`src/rtl/jk_flipflop_bank.sv`:
```
// Bank of WIDTH clocked bit-cells with run-time JK / D / T / SR behaviour,
// parallel load, clock enable, change-detect pulse and sticky illegal-SR flag.
module jk_flipflop_bank #(
  parameter int              WIDTH     = 8,
  parameter logic [WIDTH-1:0] RESET_VAL = {WIDTH{1'b0}}
) (
  input  logic             clk,
  input  logic             rst_n,
  input  logic             en,
  input  logic [1:0]       mode,
  input  logic [WIDTH-1:0] j,
  input  logic [WIDTH-1:0] k,
  input  logic             load,
  input  logic [WIDTH-1:0] d_load,
  input  logic             err_clr,
  output logic [WIDTH-1:0] q,
  output logic [WIDTH-1:0] qb,
  output logic             changed,
  output logic             err
);

  typedef enum logic [1:0] {
    MODE_JK = 2'b00,
    MODE_D  = 2'b01,
    MODE_T  = 2'b10,
    MODE_SR = 2'b11
  } mode_e;

  logic [WIDTH-1:0] q_next;
  logic             err_set;
  mode_e            mode_sel;

  assign mode_sel = mode_e'(mode);
  assign qb       = ~q;

  // Load beats the enable, which beats the per-bit mode function.
  always_comb begin
    q_next  = q;
    err_set = 1'b0;
    if (load) begin
      q_next = d_load;
    end else if (en) begin
      unique case (mode_sel)
        MODE_JK: q_next = (j & ~q) | (~k & q);
        MODE_D:  q_next = j;
        MODE_T:  q_next = q ^ j;
        MODE_SR: begin
          // S=R=1 is illegal: that bit holds and the sticky flag is raised.
          q_next  = (q | (j & ~k)) & ~(k & ~j);
          err_set = |(j & k);
        end
        default: q_next = q;
      endcase
    end
  end

  always_ff @(posedge clk or negedge rst_n) begin
    if (!rst_n) begin
      q       <= RESET_VAL;
      changed <= 1'b0;
      err     <= 1'b0;
    end else begin
      q       <= q_next;
      changed <= (q_next != q);
      if (err_set)
        err <= 1'b1;
      else if (err_clr)
        err <= 1'b0;
    end
  end

endmodule

```
`config.mk`:
```
export PLATFORM = sky130hd
export DESIGN_NAME = jk_flipflop_bank
export DESIGN_NICKNAME = d
export VERILOG_FILES = /design/src/rtl/jk_flipflop_bank.sv
export SDC_FILE = /design/constraint.sdc
export NUM_CORES = 1
export LEC_CHECK = 0
export ABC_CLOCK_PERIOD_IN_PS = 1500
export BUFFER_PORTS_ARGS = -buffer_cell sky130_fd_sc_hd__clkbuf_2
export CAP_MARGIN = 20
export CORE_AREA = 4 4 60 56
export DETAILED_ROUTE_END_ITERATION = 16
export DIE_AREA = 0 0 64 60
export HOLD_SLACK_MARGIN = 0.1
export PLACE_DENSITY = 0.73
export SLEW_MARGIN = 5
export SYNTH_ARGS = -nofsm -noshare
export SYNTH_HDL_FRONTEND = slang
export SYNTH_SLANG_ARGS = --single-unit
export TNS_END_PERCENT = 1
```
`constraint.sdc`:
```
create_clock -name clk -period 1.5 [get_ports clk]
set_clock_uncertainty 0.05 [all_clocks]
set_input_delay 0.15 -clock clk [delete_from_list [all_inputs] [get_ports clk]]
set_output_delay 0.15 -clock clk [all_outputs]
set_load 0.03 [all_outputs]
```
==> impl.org <==
** Power and ir drop
- In this run the power density over the cells is 736.2 nW/um^2.
- VDD sags by at most 521.3 uV.
- Lkg Pwr :: 0.7810 nW

** Critical path
- Along the worst path, the maximum fanout reaches 2.
- By instance count, the cell type seen most on the critical path is sky130_fd_sc_hd__a2111oi_2.
- The slowest stage of the critical path is the sky130_fd_sc_hd__dfrtp_2 cell.
- For this run, the slowest stage of the critical path takes 0.41 ns.
- Among cell families on the critical path, the largest total delay comes from compound AO/OA/AOI/OAI gates.
- Crit path buf inv count :: 0
- The critical path goes through nor2b_1 > a2111oi_2 > o211ai_1 > a2111oi_2 > nand4b_1.
- At the worst endpoint, the arrival time is 1.82 ns.
- Kind of start point of the critical path :: register
- Crit path capture type :: register
- Kind of critical path :: reg -> reg
- For the worst setup path, the data required time is 1.61 ns.

** Routing
- After the first detailed-routing iteration, the DRC count stood at 111.
- For this run, design rule violations remaining after detail routing come to 0.
- Detailed-route wire length :: 4.086 mm
- Via total after detailed routing :: 1465
- Average vias per placed instance :: 5.768
- For this run, the detailed router's first-pass iteration total came to 5.
- In the final routed layout, each cell accounts on average for 16.09 um.
- Post-DRT Antenna Nets :: 0

** Timing
- The smallest clock period supported by the final layout is computed as 1.709 ns.
- Hold is met by 0.1365 ns.
- At the pin with the least slew margin, the transition time is 0.4529 ns.
- Achievable Freq :: 585.3 MHz
- The final count of hold timing violations is 0.
- Setup repair after global routing missed its margin :: yes
- Final critical-path setup slack :: -0.2086 ns
- Max Slew Vio Count :: 0
- Final setup fails :: 1
- After layout, the worst path uses 113.9% of the clock period.
- Relative slew slack :: 69.73%

** Outcome
- The run finished, with violations left.
- The checks that failed: setup timing.

** Synth
- Most repeated cell in the gate-level netlist after synthesis :: sky130_fd_sc_hd__inv_1
- Number of register bits inferred by synthesis :: 10
- Main combinational cell family by area after synthesis :: compound AO/OA/AOI/OAI gates
- After synthesis, the largest area contributor takes up 22.68% of total cell area.
- In this run, distinct cell masters in the synthesized netlist total 41.
- Summing the areas of all compound-gate instances in the mapped netlist gives 38.21% of the synthesized area.
- Top_reg_cell synth :: sky130_fd_sc_hd__dfrtp_1
- In this run the cell area of the synthesized design comes to 1104 um^2.
- Leading area contributor after synthesis :: sky130_fd_sc_hd__dfrtp_1
- Post-synthesis mux area share :: 2.721%
- After technology mapping, the gate count stands at 136.
- Proportion of synthesized chip area in sequential cells :: 22.68%
- Share of async-settable or async-resettable flops after synthesis :: 100.0%
- Number of synthesis warnings :: 0
- Synthesized-area fraction occupied by adder cells :: 1.020%
- In the post-synthesis netlist, the biggest area contributors are sky130_fd_sc_hd__dfrtp_1 23%, sky130_fd_sc_hd__buf_6 6.1%, sky130_fd_sc_hd__a211oi_1 5.4%, sky130_fd_sc_hd__nand3_1 4.1%, sky130_fd_sc_hd__inv_1 4.1%.
- When the netlist entered floorplanning its net count stood at 167.
- Post-synth EDFFs :: 0
- Most numerous cell types in the synthesized netlist :: 12 x sky130_fd_sc_hd__inv_1, 10 x sky130_fd_sc_hd__dfrtp_1, 9 x sky130_fd_sc_hd__nand2_1, 9 x sky130_fd_sc_hd__nand3_1, 8 x sky130_fd_sc_hd__a211oi_1
- In this run the mean area of a mapped cell was 8.114 um^2.
- Area fraction in and, or, nand and nor cells after synthesis :: 22.11%
- XOR/XNOR share of the synthesized area :: 0.7937%

** Clocking
- CTS saw 10 sinks.
- In this run, CTS created clock tree buffers numbering 3.
- Clock slew at the register clock pins of the worst setup and hold paths :: 0.09 ns
- Skew-Pair Late Insertion Delay :: 0.29 ns
- The clock passes through at most 2 buffers.
- Clock H-tree levels :: 1
- TritonCTS clock tree :: yes
- Root buf cell :: sky130_fd_sc_hd__clkbuf_4

** Die
- Measured along the x axis, the die boundary spans 64 um.
- Measured along the y axis, the die boundary spans 60 um.
- I/O Pins :: 49
- The initialized floorplan defines 18 standard-cell rows.
- Area of the placeable core :: 2725 um^2
- Die ar. :: 3840 um^2
- The initial utilization of the core area, before any placement, comes to 40.50%.

** Final layout
- Relative to the synthesized area, the layout overhead comes to 48.64%.
- N_diodes :: 0
- Multi-input gate area :: 721.9 um^2
- In the final layout, the share of cells above drive strength 1 is 46.26%.
- Number of nets in the layout :: 246
- Storage element area :: 256.5 um^2
- Non-filler instance count after layout :: 254
- Fillers :: 236

** Worst hold path
- The tightest min-delay check is of the in -> reg type.

** Placement
- Count of buffers from port buffering :: 48
- At the end of routability-driven placement, the weighted congestion stood at 0.8715.
- Once placement completed, the tool counted placed cells totaling 247.
- The HPWL after detailed placement is 3.154 mm.

** Global routing
- Global routing finished with a remaining overflow of 0.
- Global-route wire length before repair :: 6.644 mm
- The initial antenna violation count was 0.
- Vias in the first global route :: 1405
- In the global route stage, overall resource usage came out at 22.11%.
- Entering global routing, the biggest net connects 18 pins.

** Run
- Max-cap violations :: 0
-- sequential cells by signal, indices dropped and copies added, names as in the netlist --
signal	cells
changed	1
q	8
err	1
-- cell usage in the layout, fill, tap and decap left out, types with 4 or more instances in the layout --
cell,Yosys,routed
sky130_fd_sc_hd__nor3_1,4,4
sky130_fd_sc_hd__nor2b_1,5,5
sky130_fd_sc_hd__buf_4,2,32
sky130_fd_sc_hd__dfrtp_2,0,5
sky130_fd_sc_hd__inv_1,12,11
sky130_fd_sc_hd__o21ai_0,6,6
sky130_fd_sc_hd__nor2_1,6,6
sky130_fd_sc_hd__a31oi_1,6,6
sky130_fd_sc_hd__a211oi_1,8,8
sky130_fd_sc_hd__dfrtp_1,10,5
sky130_fd_sc_hd__a22oi_1,5,5
sky130_fd_sc_hd__nand4_1,5,5
sky130_fd_sc_hd__nand3_1,9,9
sky130_fd_sc_hd__nand2_1,9,9
sky130_fd_sc_hd__clkbuf_2,0,48
sky130_fd_sc_hd__o211ai_1,4,4
-- cell families after synthesis --
| group | after synthesis |
|---|---|
| DFF | 10 |
| adders and majority gates | 1 |
| and+or+nand+nor | 45 |
| buffers and inverters | 22 |
| xor gates and xnor gates | 1 |
| AOI/OAI and AO/OA | 54 |
| muxes | 3 |
-- through the flow --
stage / cell area [um^2] / setup WS, ns / TNS (ns) / util, % / total power (W)
2_1_floorplan: 1110 / -0.1037 / -0.1037 / - / 0.0006707
3_3_place_gp: 1568 / -0.07739 / -0.07739 / 57.53 / 0.0009016
3_5_place_dp: 1568 / -0.1739 / -0.1739 / 57.53 / 0.0009174
4_1_cts: 1640 / -0.1056 / -0.1056 / 60.19 / 0.001202
5_1_grt: 1640 / -0.2784 / -0.2784 / 60.19 / 0.001271
6_report: 1640 / -0.2086 / -0.2086 / 60.19 / 0.001208
-- final timing paths --
path / start / end / slack [ns] / cells past startpoint
worst max-delay path: q[1] / changed / -0.21 / 5
max in group asynchronous: rst_n / q[4] / 0.88 / 2
worst min-delay path: j[2] / q[2] / 0.14 / 3
worst min register to register: err / err / 0.48 / 2
worst max register to register: q[1] / changed / -0.21 / 5
min in group asynchronous: rst_n / q[7] / 0.24 / 2
-- report_power, final --
part / internal [W] / leakage [nW] / switching [W]
registers: 0.000301 / 0.108 / 0.0000202
logic: 0.000248 / 0.652 / 0.000365
clock network: 0.000148 / 0.0210 / 0.000126
-- routing by layer --
layer	global-route usage [%]	vias up	routed length, um
met5	0	-	0
met2	36.67	88	1927
li1	-	691	-
met3	6.391	12	402
met1	27.66	674	1672
met4	7.385	0	85
-- layout make-up --
cell class | instances | share of cell area [%]
repair buffers | 84 | 32.34
clock buffers | 4 | 2.212
multi-input cells | 104 | 44.01
flip-flops and latches | 10 | 15.64
well taps | 40 | 3.051
inverters | 12 | 2.746
-- worst register-to-register path, cell delays in order, from the launching register on --
cell and delay (ns):
sky130_fd_sc_hd__dfrtp_2 0.41, sky130_fd_sc_hd__nor2b_1 0.14, sky130_fd_sc_hd__a2111oi_2 0.34, sky130_fd_sc_hd__o211ai_1 0.18, sky130_fd_sc_hd__a2111oi_2 0.32, sky130_fd_sc_hd__nand4b_1 0.15
-- what timing repair did --
item                                    CTS  global route
gates resized for setup                   2             0
hold buffers                              3             0
hold endpoints to repair                 12             0
setup buffers                             0             0
gates cloned                              0             0
pin swaps                                 0             0
endpoints found under the setup margin    1             1
Note: power is estimated with default switching activity, not from simulation.
